`config.mk`:
```
export PLATFORM = sky130hd
export DESIGN_NAME = id_ex_stage_reg
export DESIGN_NICKNAME = d
export VERILOG_FILES = /design/src/rtl/id_ex_stage_reg.sv
export SDC_FILE = /design/constraint.sdc
export NUM_CORES = 1
export LEC_CHECK = 0
export ABC_AREA = 1
export CAP_MARGIN = 20
export CORE_MARGIN = 2
export CORE_UTILIZATION = 40
export CTS_BUF_LIST = sky130_fd_sc_hd__clkbuf_8
export DETAILED_ROUTE_END_ITERATION = 10
export PLACE_DENSITY = 0.78
export SLEW_MARGIN = 15
export SYNTH_ARGS = -nofsm -noshare
export SYNTH_HDL_FRONTEND = slang
export SYNTH_SLANG_ARGS = --single-unit
```
`constraint.sdc`:
```
create_clock -name clk -period 4.4 [get_ports clk]
set_input_delay 0.44 -clock clk [delete_from_list [all_inputs] [get_ports clk]]
set_output_delay 0.44 -clock clk [all_outputs]
set_load 0.01 [all_outputs]
```
`src/rtl/id_ex_stage_reg.sv`:
```
`default_nettype none
// ============================================================================
// Module      : id_ex_stage_reg
// Description : ID/EX pipeline register for the 5-stage ARM pipeline.
//               Captures decoded control and operand fields, inserts bubbles
//               on hazards or failed condition checks, clears on branch
//               flush, holds on freeze, and counts inserted bubbles
//               (saturating).
// Revision    : 1.0 - initial release
// ============================================================================
module id_ex_stage_reg #(
  parameter int DATA_W = 32,
  parameter int CNT_W  = 16
) (
  input  logic              clk,
  input  logic              rst,              // asynchronous, active-low
  input  logic              flush,
  input  logic              freeze,
  input  logic              hazard,
  input  logic              cond_pass,
  input  logic              valid_in,
  input  logic              WB_EN_in,
  input  logic              MEM_R_EN_in,
  input  logic              MEM_W_EN_in,
  input  logic              B_in,
  input  logic              S_in,
  input  logic [3:0]        EXE_CMD_in,
  input  logic [DATA_W-1:0] PC_in,
  input  logic [DATA_W-1:0] Val_Rn_in,
  input  logic [DATA_W-1:0] Val_Rm_in,
  input  logic              imm_in,
  input  logic [11:0]       Shift_operand_in,
  input  logic [23:0]       Signed_imm_24_in,
  input  logic [3:0]        Dest_in,
  input  logic [3:0]        src1_in,
  input  logic [3:0]        src2_in,
  input  logic [3:0]        SR_in,
  output logic              WB_EN,
  output logic              MEM_R_EN,
  output logic              MEM_W_EN,
  output logic              B,
  output logic              S,
  output logic [3:0]        EXE_CMD,
  output logic [DATA_W-1:0] PC,
  output logic [DATA_W-1:0] Val_Rn,
  output logic [DATA_W-1:0] Val_Rm,
  output logic              imm,
  output logic [11:0]       Shift_operand,
  output logic [23:0]       Signed_imm_24,
  output logic [3:0]        Dest,
  output logic [3:0]        src1,
  output logic [3:0]        src2,
  output logic [3:0]        SR,
  output logic              valid_out,
  output logic [CNT_W-1:0]  bubble_count
);

  // A real instruction whose bubble is inserted because of a hazard or a
  // failed condition; an empty ID slot is not counted as a bubble.
  logic bubble_event;
  // The ID slot carries a real instruction that proceeds into EX.
  logic load_ok;

  assign bubble_event = valid_in & (hazard | ~cond_pass);
  assign load_ok      = valid_in & ~hazard & cond_pass;

  // Control fields and valid: cleared on flush, held on freeze, zeroed when
  // the slot does not carry an instruction that proceeds.
  always_ff @(posedge clk or negedge rst) begin
    if (!rst) begin
      WB_EN     <= 1'b0;
      MEM_R_EN  <= 1'b0;
      MEM_W_EN  <= 1'b0;
      B         <= 1'b0;
      S         <= 1'b0;
      EXE_CMD   <= 4'b0000;
      valid_out <= 1'b0;
    end else if (flush) begin
      WB_EN     <= 1'b0;
      MEM_R_EN  <= 1'b0;
      MEM_W_EN  <= 1'b0;
      B         <= 1'b0;
      S         <= 1'b0;
      EXE_CMD   <= 4'b0000;
      valid_out <= 1'b0;
    end else if (!freeze) begin
      if (load_ok) begin
        WB_EN     <= WB_EN_in;
        MEM_R_EN  <= MEM_R_EN_in;
        MEM_W_EN  <= MEM_W_EN_in;
        B         <= B_in;
        S         <= S_in;
        EXE_CMD   <= EXE_CMD_in;
        valid_out <= 1'b1;
      end else begin
        WB_EN     <= 1'b0;
        MEM_R_EN  <= 1'b0;
        MEM_W_EN  <= 1'b0;
        B         <= 1'b0;
        S         <= 1'b0;
        EXE_CMD   <= 4'b0000;
        valid_out <= 1'b0;
      end
    end
  end

  // Operand, immediate and index fields: cleared on flush, held on freeze,
  // otherwise always captured so bubbles carry deterministic data.
  always_ff @(posedge clk or negedge rst) begin
    if (!rst) begin
      PC            <= '0;
      Val_Rn        <= '0;
      Val_Rm        <= '0;
      imm           <= 1'b0;
      Shift_operand <= '0;
      Signed_imm_24 <= '0;
      Dest          <= '0;
      src1          <= '0;
      src2          <= '0;
      SR            <= '0;
    end else if (flush) begin
      PC            <= '0;
      Val_Rn        <= '0;
      Val_Rm        <= '0;
      imm           <= 1'b0;
      Shift_operand <= '0;
      Signed_imm_24 <= '0;
      Dest          <= '0;
      src1          <= '0;
      src2          <= '0;
      SR            <= '0;
    end else if (!freeze) begin
      PC            <= PC_in;
      Val_Rn        <= Val_Rn_in;
      Val_Rm        <= Val_Rm_in;
      imm           <= imm_in;
      Shift_operand <= Shift_operand_in;
      Signed_imm_24 <= Signed_imm_24_in;
      Dest          <= Dest_in;
      src1          <= src1_in;
      src2          <= src2_in;
      SR            <= SR_in;
    end
  end

  // Saturating bubble counter: untouched by flush and freeze, sticks at
  // all-ones instead of wrapping.
  always_ff @(posedge clk or negedge rst) begin
    if (!rst) begin
      bubble_count <= '0;
    end else if (!flush && !freeze && bubble_event &&
                 (bubble_count != {CNT_W{1'b1}})) begin
      bubble_count <= bubble_count + 1'b1;
    end
  end

endmodule
`default_nettype wire

```
Word-level counts from Yosys, hierarchy flattened --
Cells that the tools add are included.
Storage, ports and cells: flip-flop bits (word level) 175, input bits 165, word-level logic and storage cells 73
Cells by class: muxes and demuxes 41, add/sub/neg operators 1, equal/unequal tests 2, reductions and logical operators 5, bitwise gates (word level) 6
Operator list (number):
- $mux 32 | 6
- $mux 24 | 2
- $mux 4 | 11
- $mux 12 | 2
- $mux 1 | 20
- $add 16x1->16 const B | 1
- $ne 16x16->1 const B | 1
- $and 1x1->1 | 3
- $logic_and 1x1->1 | 3
- $logic_not 1->1 | 2
- $ne 2x2->1 const B | 1
- $not 1->1 | 2
- $or 1x1->1 | 1

Longest topological paths before layout --
Gate-level depths: netlist (run 1).
word-level depth 6, mapped depth 9

Worst setup path after synthesis (run 1) --
No wires, ideal clock.
path type register -> register, start point register bubble_count[0], end point register bubble_count[13], buffers on the path 1, arrival time 1370 ps, clock period less this slack 1486 ps, required time 4284 ps, slack 2914 ps, cell stages (with the launch flop) 10, path through dfrtp_1 -> ha_1 -> nand3_2 -> inv_2 -> nand2_4 -> nor2_4 -> nor2_4 -> buf_6 -> nand2_1 -> nand2_1
Between the ends: longest elaborated chain between the ends 2, elaborated cells on any way between the ends 3, those cells by class add/sub (1); eq/ne (1); reduce/logical (1)
RTL lines:
- from (decl) | RTL line 55 | output logic [CNT_W-1:0] bubble_count
- from (signal assigned) | RTL line 153 | bubble_count <= bubble_count + 1'b1;
- parallel branches: the longest is 2 deep, another holds $add 16x1->16
Several ways; the timed one is not identified. A chain may end at the register's enable or synchronous reset.

Worst setup path in the final report (run 1) --
start point register bubble_count[2], end point output port bubble_count[2]
No word-level cell between the ends.

==> impl_results.md, run 1 <==
* Clock Skew at just under 0.008 ns
* Worst R2R Path Depth at 8
* Slew margin rel. at 30.3%
* Reg-to-Reg Start: bubble_count[0]
* Filler Cells Inserted at approximately 1500
* Mapped cell area at 0.00731 mm2
* Synthesized netlist cell count at between 800 and 900
* Most common cell after layout, fill and taps aside: nand2_1
* Worst skew pair latency at 0.45 ns
* Setup ws final at around 2.4 ns
* Cell Rows at 49
* Final hold vios at 0
* Via count at 6866
* Crit-path cells: clkdlybuf4s50_1
* Vias in the first global route at 6824
* Max rail drop VDD at 0.215 mV
* Unique masters post-synth at 24
* Seq/Total Area, Yosys at between 50% and 60%
* Met2 wire length at about 11000 um
* Worst Tran Pin Value at 1.05 ns
* Critical Setup Path Class: reg -> out
* Period utilisation layout at 45.5%
* Post-CTS Setup Bufs at 0
* Initial DRC count at 590
* Setup_tns at 0 ns
* CTS Hold Bufs at 0
* Yosys top cell by area: dfrtp_1
* I/O pin count at 340
* Top post-synthesis cells by area: dfrtp_1, nand2_1, nand3_1, buf_2, inv_1
* Die Wd at 139 um
* Critical Path RT at between 3 and 4 ns
* Endpoints failing setup at 0
* Leakage power figure at 5.44 nW
* Storage element area at approximately 0.0044 mm2
* DR vias/cell at slightly below 5
* R2R Setup Slk at between 2 and 3 ns
* Status: complete, no violations
* Die height at 139 um
* CTS Sinks at roughly 180
* Synthesis Warnings at 0
* Max Cap Viol at 0
* Largest net degree at the start of global routing at about 150
* Post-CTS sizing at 0
* Die ar. at about 0.019 mm2
* Delay-heaviest family, CP: buffers and inverters
* H-tree levels at 4
* PD cells at 337 mW/mm2
* Crit path largest cell delay at 0.60 ns
* WL/cell at 16.1 um
* First-pass GRT wire length at 35700 um
* TritonCTS clock tree: built
* Initial antenna violation count at 0
* Worst-path clk slew at 0.11 ns
* Commonest cells after routing, fill and taps aside: nand2_1, clkdlybuf4s50_1, dfrtp_1
* I/O Buffers at 339
* Layout cells sized above 1 at roughly 4.8%
* Minimum clock period at 2.00 ns
* Max Transition Viols Final at 0
* Syn_nets at 1000
* R2r endpoint: bubble_count[7]
* FF+latch count, synth at 175
* Slowest CP cell: clkdlybuf4s50_1
* Core Region at 0.0180 mm2
* CTS Buf Count at 17
* Area Growth Syn to Fin at 54.3%
* Worst EP arrival at 1.56 ns
* RSZ-0062 raised after global routing: false
* Residual DRC at 0
* Routability cong. at 0.832
* Max Used Layer: met4
* Met3 wire len at 2020 um
* Clk root buf: clkbuf_8
* Synthesized area per cell at 8.76 um2
* Worst setup EP type: output port
* Multi-input gate area at 0.00258 mm2
* Startpoint types: register
* Nets at 1309
* CTS max path bufs at 2
* Global route overflow at 0
* Drt total wl at 22300 um
* DP Worst Slack at 2.07 ns
* HP Class: in -> async
* DRT Pass-1 Iters at 5
* ANT cells at 0
* Yosys top cell area share at 59.9%
* Initial Utilization at 40.7%
* Worst-path maximum fanout at 7
* DP HPWL at 14900 um
* Fmax at 500 MHz
* WP buf/inv at 1
* Metal-1 WL at 8790 um
* GRT Overall Usage at 22.9%
* Antenna Violating Nets Remaining at 0
[metrics by stage]
stage               util [%]  hold WS (ns)  area [um2]  total power [mW]  std cells
global route            62.7        0.0916       11300              3.97       1385
detailed placement      60.1         0.493       10800              2.49       1353
floorplan                  -         0.144        7310              2.05        834
CTS                     62.7        0.0723       11300              3.84       1385
finish                  62.7        0.0247       11300              3.80       1385
global placement        60.1         0.491       10800              2.48       1353
[cells by family (layout without fill, tap and decap cells)]
family	Yosys count	in the layout	synth area share, %
AND/OR/NAND/NOR	557	557	32.7
flip-flops	175	175	59.9
buffers and inverters	76	398	4.76
AO/OA/AOI/OAI	19	19	1.75
XOR/XNOR	6	6	0.719
adder cells (fa/ha/maj)	1	1	0.171
[worst max-delay path by stage]
stage | cells after the start | slack [ns] | endpoint | from
after floorplan | 9 | 2.91 | bubble_count[13] | bubble_count[0]
after global placement | 4 | 2.08 | src2[3] | freeze
after detailed placement | 5 | 2.07 | imm | flush
after CTS | 1 | 2.37 | bubble_count[2] | bubble_count[2]
after global routing | 1 | 2.33 | bubble_count[2] | bubble_count[2]
final | 1 | 2.40 | bubble_count[2] | bubble_count[2]
[area by class of cell]
type / instances / share of cell area, %
Sequential cell: 175 / 38.9
Timing Repair Buffer: 343 / 30.7
Inverter: 23 / 0.788
Multi-Input combinational cell: 583 / 22.9
Tap cell: 229 / 2.54
Clock inverter: 14 / 2.04
Clock buffer: 18 / 2.20
[state kept, by name, summed over array words and instances (netlist names), 4 cells and up]
signal and flops:
Dest 4, Signed_imm_24 24, PC 32, src2 4, bubble_count 16, Val_Rn 32
Val_Rm 32, src1 4, SR 4, Shift_operand 12, EXE_CMD 4
[worst reg2reg max path, cell delays in order, from the launching register on]
cell,delay [ns]
dfrtp_1,0.47
ha_1,0.31
nand3_2,0.14
inv_2,0.05
nand2_4,0.08
nor2_4,0.05
nor2_4,0.34
nand2_1,0.13
o21ai_2,0.07
[cells in the mapped netlist]
master / instances
buf_2: 38
buf_6: 2
clkbuf_1: 13
dfrtp_1: 175
ha_1: 1
inv_1: 21
inv_2: 2
nand2_1: 359
nand2_2: 1
nand2_4: 1
nand3_1: 167
nand3_2: 1
nand3_4: 1
nand4_1: 7
nor2_1: 14
nor2_2: 3
nor2_4: 2
nor2_8: 1
o21ai_0: 11
o21ai_1: 2
o21ai_2: 5
o21bai_4: 1
xnor2_1: 5
xor2_1: 1
[power by group]
part	switching [mW]	internal (mW)	total, mW
Clock	0.633	0.707	1.34
Sequential	0.0858	1.71	1.79
Combinational	0.303	0.366	0.669
[routing by layer]
metal	GRT usage (%)	up-vias
met4	9.25	0
met1	28.5	3230
met3	7.56	54
met2	36.9	306
li1	-	3276
met5	0	-
Note: power is estimated with default switching activity, not from simulation.
==> run 2, diff against run 1 <==
--- a/config.mk
+++ b/config.mk
@@ -8,10 +8,10 @@
 export ABC_AREA = 1
 export CAP_MARGIN = 20
 export CORE_MARGIN = 2
-export CORE_UTILIZATION = 40
+export CORE_UTILIZATION = 39
 export CTS_BUF_LIST = sky130_fd_sc_hd__clkbuf_8
 export DETAILED_ROUTE_END_ITERATION = 10
-export PLACE_DENSITY = 0.78
+export PLACE_DENSITY = 0.8
 export SLEW_MARGIN = 15
 export SYNTH_ARGS = -nofsm -noshare
 export SYNTH_HDL_FRONTEND = slang
==> constraint.sdc (replaced) <==
create_clock -name clk -period 1.83 [get_ports clk]
set_input_delay 0.183 -clock clk [delete_from_list [all_inputs] [get_ports clk]]
set_output_delay 0.183 -clock clk [all_outputs]
set_load 0.01 [all_outputs]
==> run 2 against run 1 <==
Clock skew grew 0.0057 ns. First-iteration DRC count is 33% lower. Worst setup slack lost 2.3 ns. Sequential share of layout area shrank 0.77 points. Clock power grew 130%. Power up 140%. Register-to-register slack got worse by 2.5 ns. Design area increased by 2.0%. Critical path type unchanged. Via count up 1.4%. Die area grew 2.5%. Cell count grew 1.7%.
==> impl_results.md, run 2 (synthesized netlist as in run 1, its figures left out) <==
* Most common cell after layout, fill and taps aside: nand2_1
* Period utilisation layout at 93.9%
* DP HPWL at 15900 um
* Die height at about 140 um
* CTS Hold Bufs at 1
* Global route overflow at 0
* Delay-heaviest family, CP: buffers and inverters
* Layout cells sized above 1 at 6.30%
* Startpoint types: register
* Die ar. at between 0.015 and 0.02 mm2
* Clock Skew at 0.0136 ns
* First-pass GRT wire length at 35300 um
* Drt total wl at roughly 23000 um
* Leakage power figure at 5.55 nW
* CTS Sinks at ~180
* WHS at 0.0696 ns
* Endpoints failing setup at 0
* Worst EP arrival at 1.53 ns
* RSZ-0062 raised after global routing: false
* Max rail drop VDD at 0.464 mV
* Minimum clock period at 1.72 ns
* Initial Utilization at 39.5%
* Vias in the first global route at 6754
* Critical Setup Path Class: reg -> out
* Post-CTS sizing at 0
* Slowest CP cell: clkdlybuf4s50_1
* DRT Pass-1 Iters at 5
* Fmax at 582 MHz
* Critical Path RT at 1.65 ns
* Fin cells at 1409
* Area Growth Syn to Fin at 57.4%
* I/O pin count at 340
* DP Worst Slack at roughly 0.15 ns
* Crit path largest cell delay at between 0.5 and 0.6 ns
* Initial antenna violation count at 0
* Clk root buf: clkbuf_8
* H-tree levels at 4
* Dpl cell area at 0.0110 mm2
* Commonest cells after routing, fill and taps aside: nand2_1, clkdlybuf4s50_1, dfrtp_1
* # placed instances at 1377
* R2R Setup Slk at 0.23 ns
* Slew margin rel. at 50.8%
* Regs by FF count: PC x32, Val_Rm x32, Val_Rn x32
* Nets at 1329
* Worst Tran Pin Value at about 0.74 ns
* WP buf/inv at 1
* Crit-path cells: clkdlybuf4s50_1
* Worst-path maximum fanout at 7
* ANT cells at 0
* Final hold vios at 0
* Initial DRC count at 395
* CTS Buf Count at 17
* Worst-path clk slew at 0.09 ns
* Status: complete, no violations
* Core Region at 0.0185 mm2
* Worst setup EP type: output port
* Post-CTS Setup Bufs at 0
* Max Cap Viol at 0
* WL/cell at 16.0 um
* Setup ws final at 0.112 ns
* Max Transition Viols Final at 0
* Routability cong. at 0.798
* Antenna Violating Nets Remaining at 0
* Setup_tns at 0 ns
* Cell Rows at 50
* HP Class: in -> reg
* I/O Buffers at 339
* Largest net degree at the start of global routing at 160
* DR vias/cell at 4.94
* Die Wd at 141 um
* PD cells at around 790 mW/mm2
* TritonCTS clock tree: built
* Design area at 0.0115 mm2
* Worst skew pair latency at 0.45 ns
* GRT Overall Usage at 22.6%
* Via count at approximately 7000
* CTS max path bufs at 2
* Residual DRC at 0
* Filler Cells Inserted at between 1500 and 2000
[run 2: changes by cell type in the layout (fill, tap and decap cells not counted), sizes merged]
cell / delta
dlygate4sd3: +1
buf: +19
clkinvlp: -1
clkinv: +1
bufinv: -1
[run 2: final cells by class]
cell class,instances,area [um2],share of cell area (%)
clock buffers,18,248,2.15
clock inverters,13,198,1.72
inverters,23,88.8,0.773
multi-input cells,583,2580,22.4
flip-flops and latches,175,4380,38.1
well taps,234,293,2.55
repair buffers,363,3710,32.3
[run 2: through the flow]
step,util (%),power [mW]
after floorplan,-,4.92
after global placement,59.6,6.03
after detailed placement,59.6,6.07
after CTS,62.1,9.14
after global routing,62.1,9.44
final,62.1,9.05
[run 2: power breakdown]
group          internal [mW]  leakage [nW]  switching, mW
combinational          0.931          3.00          0.754
sequential              4.10          2.33          0.198
clock                   1.55         0.227           1.51
[run 2: worst paths after layout]
| path | from | to | cells after the start |
|---|---|---|---|
| worst max register to register | bubble_count[1] | bubble_count[5] | 7 |
| worst max-delay path | bubble_count[2] | bubble_count[2] | 1 |
| worst min register to register | SR[1] | SR[1] | 2 |
| max in group asynchronous | rst | src2[0] | 3 |
| min in group asynchronous | rst | Shift_operand[3] | 2 |
| worst min-delay path | freeze | PC[23] | 4 |
[run 2: routing by layer]
| metal | track usage [%] | wire, um | vias to the layer above |
|---|---|---|---|
| li1 | - | - | 3320 |
| met1 | 27.4 | 8850 | 3298 |
| met2 | 37.8 | 11000 | 297 |
| met3 | 6.96 | 1960 | 46 |
| met4 | 9.16 | 724 | 0 |
| met5 | 0 | 0 | - |
==> run 3, diff against run 2 <==
--- a/config.mk
+++ b/config.mk
@@ -8,10 +8,11 @@
 export ABC_AREA = 1
 export CAP_MARGIN = 20
 export CORE_MARGIN = 2
-export CORE_UTILIZATION = 39
+export CORE_UTILIZATION = 40
 export CTS_BUF_LIST = sky130_fd_sc_hd__clkbuf_8
 export DETAILED_ROUTE_END_ITERATION = 10
-export PLACE_DENSITY = 0.8
+export PLACE_DENSITY = 0.78
+export RECOVER_POWER = 100
 export SLEW_MARGIN = 15
 export SYNTH_ARGS = -nofsm -noshare
 export SYNTH_HDL_FRONTEND = slang
==> constraint.sdc (replaced) <==
create_clock -name clk -period 2.12 [get_ports clk]
set_input_delay 0.212 -clock clk [delete_from_list [all_inputs] [get_ports clk]]
set_output_delay 0.212 -clock clk [all_outputs]
set_load 0.01 [all_outputs]
==> run 3 against run 2 <==
Routed wire length decreased by 1.6%. Utilization rose by 0.55 points. Critical endpoint is now Val_Rn[20]. Critical path depth up 4. The run now ends with max-capacitance violations left. Largest cell class unchanged. Sequential power down 14%. Register-to-register slack improved by 0.16 ns. Worst setup slack better by 0.18 ns. Sequential share of layout area is 0.83 points higher. Non-clock buffer count shrank 8. Highest routed layer unchanged.
==> impl_results.md, run 3 (synthesized netlist as in run 1, its figures left out) <==
* Routability cong. at roughly 0.8
* Initial Utilization at 40.7%
* DR vias/cell at 4.94
* Worst R2R Path Depth at 7
* RSZ-0062 raised after global routing: false
* WL/cell at 15.9 um
* WP buf/inv at 2
* Period utilisation layout at a little under nine tenths
* Post-CTS Setup Bufs at 0
* First-pass GRT wire length at 35300 um
* WHS at 0.272 ns
* Residual DRC at 0
* Layout cells sized above 1 at 4.88%
* Internal power at approximately 5.3 mW
* # placed instances at 1364
* Filler Cells Inserted at roughly 1500
* Regs by FF count: PC x32, Val_Rm x32, Val_Rn x32
* Die Wd at 139 um
* CTS Buf Count at 17
* Vias in the first global route at between 6000 and 7000
* I/O Buffers at 339
* Final hold vios at 0
* Delay-heaviest family, CP: buffers and inverters
* Hold Path End: valid_out
* Most common cell after layout, fill and taps aside: nand2_1
* Leakage power figure at 5.89 nW
* H-tree levels at 4
* DP Worst Slack at 0.347 ns
* Critical Path RT at between 2 and 3 ns
* Endpoints failing setup at 0
* Initial DRC count at approximately 450
* Die ar. at slightly below 0.02 mm2
* Minimum clock period at 1.83 ns
* Slowest CP cell: clkbuf_1
* Nets at around 1300
* Worst setup EP type: register
* Clock Power Share at 31.6%
* Status: finished with violations
* Hold depth at 4
* Die height at 139 um
* Startpoint types: input pin
* Most numerous cell on the critical path: nand2_1
* CTS Hold Bufs at 1
* Area Growth Syn to Fin at 54.0%
* Max Transition Viols Final at 0
* Setup_tns at 0 ns
* Post-CTS sizing at 0
* DRT Pass-1 Iters at 6
* Antenna Violating Nets Remaining at 0
* Cell Rows at between 40 and 50
* PD cells at 652 mW/mm2
* R2R Setup Slk at roughly 0.4 ns
* Fmax at 547 MHz
* Worst EP arrival at 2.23 ns
* TritonCTS clock tree: built
* CTS max path bufs at 2
* Core Region at 0.0180 mm2
* Fin cells at about 1400
* ANT cells at 0
* R2r endpoint: bubble_count[9]
* Commonest cells after routing, fill and taps aside: nand2_1, dlygate4sd3_1, dfrtp_1
* CTS Sinks at 175
* Slew margin rel. at less than 1%
* Critical Setup Path Class: in -> reg
* Via count at 6895
* Reg-to-Reg Start: bubble_count[0]
* Worst Tran Pin Value at 1.49 ns
* Crit path largest cell delay at about 0.63 ns
* HP Class: in -> reg
* Clk root buf: clkbuf_8
* I/O pin count at 340
* DP HPWL at 15500 um
* GRT Overall Usage at between 20% and 30%
* Crit-path cells: dlygate4sd3_1 > nor2_1 > clkbuf_1 > nand2_1 > nand2_1
* Initial antenna violation count at 0
* Sequential Power Share at 50.6%
* Worst-path clk slew at 0.10 ns
* Comb pwr share at 17.9%
* Setup ws final at 0.292 ns
* Largest net degree at the start of global routing at 160
* Global route overflow at 0
* Max rail drop VDD at roughly 0.35 mV
* Worst skew pair latency at 0.45 ns
* Clock Skew at 0.00491 ns
* Crit path depth at 5
* Drt total wl at 22200 um
* Sw frac at between 20 and 30%
* Worst-path maximum fanout at 18
* Failing checks: max-capacitance violations
* Switching pwr at 2.08 mW
* Max Cap Viol at 1
* Hold Path Origin: freeze
run 3: changes by cell type in the layout (fill, tap and decap cells not counted), moves of 5 or more:
cell / previous run / this run
dlygate4sd3_1: 1 / 177
buf_12: 11 / 6
o21ai_0: 11 / 16
buf_4: 13 / 6
clkdlybuf4s50_1: 337 / 161
run 3: how the worst max path moves through the flow:
| stage | start | endpoint | slack (ns) |
|---|---|---|---|
| after floorplan | bubble_count[0] | bubble_count[13] | 0.63 |
| after CTS | bubble_count[2] | bubble_count[2] | 0.32 |
| after global placement | flush | bubble_count[3] | 0.39 |
| after detailed placement | flush | bubble_count[9] | 0.35 |
| after global routing | flush | Val_Rn[20] | 0.14 |
| final | flush | Val_Rn[20] | 0.29 |
run 3: area by class of cell:
type	instances	area, um2	area share (%)
flip-flops and latches	175	4380	38.9
repair buffers	355	3570	31.7
multi-input cells	583	2540	22.6
well taps	229	287	2.55
clock buffers	19	262	2.32
clock inverters	13	128	1.13
inverters	23	88.8	0.790
run 3: power by group through the flow:
| stage | registers, mW | logic (mW) | clock network, mW |
|---|---|---|---|
| 6_report | 3.71 | 1.31 | 2.32 |
| 5_1_grt | 3.74 | 1.43 | 2.52 |
| 2_1_floorplan | 3.86 | 0.394 | 0 |
| 3_5_place_dp | 3.78 | 1.42 | 0 |
| 3_3_place_gp | 3.77 | 1.41 | 0 |
| 4_1_cts | 3.72 | 1.43 | 2.38 |
run 3: worst reg2reg max path, delay by kind of cell (launching register included):
family,cells,cell delay [ns]
simple gates,4,0.61
fa+ha+maj,1,0.29
flops,1,0.46
buf+inv,1,0.09
compound gates,1,0.14
run 3: metrics by stage:
step,instance area (um2),power [mW],util (%)
after detailed placement,10900,5.20,60.8
after global routing,11300,7.69,62.6
after global placement,10900,5.18,60.8
final,11300,7.34,62.6
after CTS,11300,7.53,63.0
after floorplan,7310,4.25,-
run 3: metal layers:
layer  vias to the layer above  track usage, %  part of all wire (%)
met2                       282            37.1                    49
met5                         -               0                     0
met4                         0            7.39                   2.5
met1                      3272            28.5                    39
met3                        36            7.91                   9.3
li1                       3305               -                     -
==> variant 1: new RTL, config.mk and constraints of run 2 <==
Change the parameter `CNT_W` from 16 to 32.
--- a/src/rtl/id_ex_stage_reg.sv
+++ b/src/rtl/id_ex_stage_reg.sv
@@ -11,5 +11,5 @@
 module id_ex_stage_reg #(
   parameter int DATA_W = 32,
-  parameter int CNT_W  = 16
+  parameter int CNT_W  = 32
 ) (
   input  logic              clk,
Interface: changed (resized bubble_count); port bits go from 340 to 356. The function was not compared with the original's and may differ.
==> variant 1 against run 2 <==
- combinational power down 7%
- non-clock buffer count grew 18
- area after synthesis increased by 15%
- synthesized cell count is 23% higher
- fmax decreased by 0.17%
- power fell by 2.0%
- final cell count up 18%
- clock skew is 0.0022 ns lower
- wire length grew 17%
- largest power group unchanged
- worst setup slack got worse by 0.0030 ns
- sequential cell count is 16 higher
- utilization is 1.6 points lower
- final area up 11%
==> variant 1: results (changes against run 2) <==
* GRT Resource Usage Total at 23.2% (was 22.6%)
* Met3 usage at 8.33% (was 6.96%)
* Xor and xnor area share after synthesis at 0.939% (was 0.719%)
* CP max FO at 5 (was 7)
* Largest cells by area after synthesis: dfrtp_1 57%, nand2_1 20%, nand3_1 10% (was dfrtp_1 60%, nand2_1 18%, nand3_1 11%)
* Met1 Routed Length at 10300 um (was 8850 um)
* Share of layout cells above drive strength 1 at 5.65% (was 6.30%)
* Slew headroom at 48.8% (was 50.8%)
* Clock Skew at 0.0115 ns (was 0.0136 ns)
* Worst-case reg-to-reg path depth at 10 (was 7)
* Routed WL per cell at 16.0 um (about the same)
* Status: finished clean (unchanged)
* Hold Crit Class: input pin to asynchronous set/reset pin (was input pin to register)
* Compound-cell area share of the yosys netlist at 0.775% (was 1.75%)
* Dpl cell area at 12400 um2 (was 11000 um2)
* Clk. pwr at 0.00270 W (was 0.00306 W)
* Netlist cell types at 28 (was 24)
* Register area share after synthesis at 56.9% (was 59.9%)
* Nets at 1534 (was 1329)
* CTS resizes at 0 (unchanged)
* Max VDD drop at 0.462 mV (was 0.464 mV)
* Routed wl met3 at 2470 um (was 1960 um)
* Met2 routed wirelength at 13200 um (was 11000 um)
* I/O Buffers at 355 (was 339)
* Initial DRC Count at 505 (was 395)
* Sw frac at 27.8% (was 27.2%)
* Routability cong. at 0.921 (was 0.798)
* Filler Cell Count at 1797 (was 1607)
* Synth cell count leaders: 458 x nand2_1, 191 x dfrtp_1, 176 x nand3_1 (was 359 x nand2_1, 175 x dfrtp_1, 167 x nand3_1)
* DP HPWL at 19000 um (was 15900 um)
* First-pass GRT wire length at 41400 um (was 35300 um)
* Met1 Resource Use GR at 28.0% (was 27.4%)
* Met2 global-route usage at 39.5% (was 37.8%)
* Syn Nets at 1190 (was 1000)
* Comb power frac at 17.6% (was 18.6%)
* Via count at 8077 (was 6961)
* Leak at 6.08 nW (was 5.55 nW)
* Post-Synth Adder-Cell Area at 0.149% (was 0.171%)
==> variant 1: worst paths after layout <==
check                                     start          endpoint  slack, ns
worst min-delay path                        rst  bubble_count[26]       0.23
min in group clk                         freeze        Val_Rn[23]       0.23
worst min register to register           PC[23]            PC[23]       0.52
worst max register to register  bubble_count[1]  bubble_count[18]       0.15
max in group asynchronous                   rst        Val_Rm[24]       0.99
worst max-delay path            bubble_count[9]   bubble_count[9]       0.11
==> variant 1: through the flow <==
step,instances,worst slack (ns),power [W]
final,1656,0.109,0.00886
after global routing,1656,0.000578,0.00930
after CTS,1656,0.0846,0.00897
after detailed placement,1623,0.0136,0.00625
after global placement,1623,0.0511,0.00623
after floorplan,1024,0.224,0.00516
==> variant 1: layout make-up <==
type	instances	area (um2)	area share (%)
tap	275	344	2.70
clock buffer	17	234	1.83
clock inverter	15	138	1.08
multi-input combinational	741	3230	25.3
timing repair buffer	381	3890	30.5
sequential	191	4780	37.5
inverter	36	140	1.10
==> variant 2: new RTL, flow settings as in run 2 <==
Made on the original files. Register the input `PC_in` before use. The logic sees it one clock later. The other inputs are not delayed to match.
--- a/src/rtl/id_ex_stage_reg.sv
+++ b/src/rtl/id_ex_stage_reg.sv
@@ -55,4 +55,10 @@
   output logic [CNT_W-1:0]  bubble_count
 );
+
+  logic [DATA_W-1:0] PC_q;
+
+  always_ff @(posedge clk) begin
+    PC_q <= PC_in;
+  end
 
   // A real instruction whose bubble is inserted because of a hazard or a
@@ -131,5 +137,5 @@
       SR            <= '0;
     end else if (!freeze) begin
-      PC            <= PC_in;
+      PC            <= PC_q;
       Val_Rn        <= Val_Rn_in;
       Val_Rm        <= Val_Rm_in;
Behaviour: not the same (Yosys sat finds a counterexample within 4 cycles, from zero or initial values and one cycle with rst low).
==> variant 2 against run 2 <==
- power increased by 19%
- largest power group unchanged
- sequential cell count increased by 32
- wire length increased by 3.7%
- sequential share of layout area increased by 2.4 points
- worst setup slack got worse by 0.014 ns
- area after synthesis increased by 9.0%
- register-to-register slack improved by 0.07 ns
- final area increased by 7.9%
==> variant 2: results (changes against run 2) <==
* Clock Skew at 0.0203 ns (was 0.0136 ns)
* Hold Path Depth at 1 (was 4)
* Worst path arrival time at 1.55 ns (was 1.53 ns)
* Via density at 4.75 (was 4.94)
* Aggregate routed wire length at 23400 um (was 22600 um)
* Met2 global-route usage at 35.4% (was 37.8%)
* Signal buf overhead at 29.2% (was 32.3%)
* Final-layout clock buffer total at 46 (was 18)
* Share of layout cells above drive strength 1 at 6.91% (was 6.30%)
* H-tree levels at 2 (was 4)
* Max VDD drop at 0.622 mV (was 0.464 mV)
* Reg2reg end: bubble_count[7] (was bubble_count[5])
* Met1 Resource Use GR at 26.0% (was 27.4%)
* DP HPWL at 15700 um (was 15900 um)
* Met1 Routed Length at 9370 um (was 8850 um)
* Worst Hold Path EP: PC_q[17] (was PC[23])
* CTS Sinks at 207 (was 175)
* First-pass GRT wire length at 36800 um (was 35300 um)
* Signal inverters at 27 (was 23)
* Internal power at 0.00809 W (was 0.00659 W)
* Dpl ws at 0.142 ns (was 0.147 ns)
* Netlist cell types at 25 (was 24)
* Clk cell area share at 6.00% (was 3.87%)
* Number of non-clock buffers at 354 (was 363)
* Ys async rst share at 84.5% (was 100%)
* Worst hold margin at 0.117 ns (was 0.0696 ns)
* Register area share after synthesis at 63.0% (was 59.9%)
* Routed wl met3 at 2030 um (was 1960 um)
* Met3 usage at 6.61% (was 6.96%)
* Critical Path Start: bubble_count[6] (was bubble_count[2])
* Comb_multi_in at 591 (was 583)
* Multi-input logic area at 2570 um2 (was 2580 um2)
* Syn Nets at 1044 (was 1000)
* Worst-case reg-to-reg path depth at 9 (was 7)
* Comb. pwr at 0.00154 W (was 0.00168 W)
* Nets at 1383 (was 1329)
* Ant diodes at 1 (was 0)
* Status: finished clean (unchanged)
* Max Freq at 577 MHz (was 582 MHz)
* Clk. pwr at 0.00421 W (was 0.00306 W)
* Vias in the first global route at 7124 (was 6754)
* CP max FO at 5 (was 7)
* Largest net degree at the start of global routing at 90 (was 160)
* GRT Resource Usage Total at 21.0% (was 22.6%)
* Total CTS buffers at 36 (was 17)
* Filler Cell Count at 1674 (was 1607)
* CP endpoint: bubble_count[6] (was bubble_count[2])
* Leak at 6.05 nW (was 5.55 nW)
* Worst-Skew Late Latency at 0.50 ns (was 0.45 ns)
* Seq/total area at 40.5% (was 38.1%)
* Mapped Avg Cell Area at 9.07 um2 (was 8.76 um2)
* Met2 routed wirelength at 11500 um (was 11000 um)
* Routability cong. at 0.828 (was 0.798)
* Largest cells by area after synthesis: dfrtp_1 55%, nand2_1 17%, nand3_1 11% (was dfrtp_1 60%, nand2_1 18%, nand3_1 11%)
* Worst Hold Launch: PC_in[17] (was freeze)
* Detailed Routing Iterations Pass 1 at 4 (was 5)
-- variant 2: cell types whose count changed in the layout (fill, tap and decap cells not counted), sizes merged, moves of 4 or more --
cell,delta
dfxtp,+32
clkbuf,+28
inv,+13
nand2,+11
buf,-9
o21ai,-7
xnor2,-4
-- variant 2: per-stage QoR --
step,power (W),area [um2],util (%)
floorplan,0.00557,7960,-
global placement,0.00661,11600,57.9
detailed placement,0.00663,11600,57.9
global route,0.0112,12400,61.7
CTS,0.0109,12400,61.7
finish,0.0108,12400,61.7
-- variant 2: logic make-up (layout without fill, tap and decap cells) --
family,count (synthesis),after routing,share of synthesized area (%)
fa+ha+maj,1,1,0.157
simple gates,575,575,30.9
xor+xnor,3,3,0.330
buf+inv,80,447,4.62
flops,207,207,63.0
other cells,0,1,0
compound gates,12,12,0.974
-- variant 2: timing repair --
action | in CTS | in global routing
resized for setup | 0 | 3
endpoints found under the hold margin | 50 | 0
setup endpoints to repair | 0 | 3
hold buffers | 1 | 0
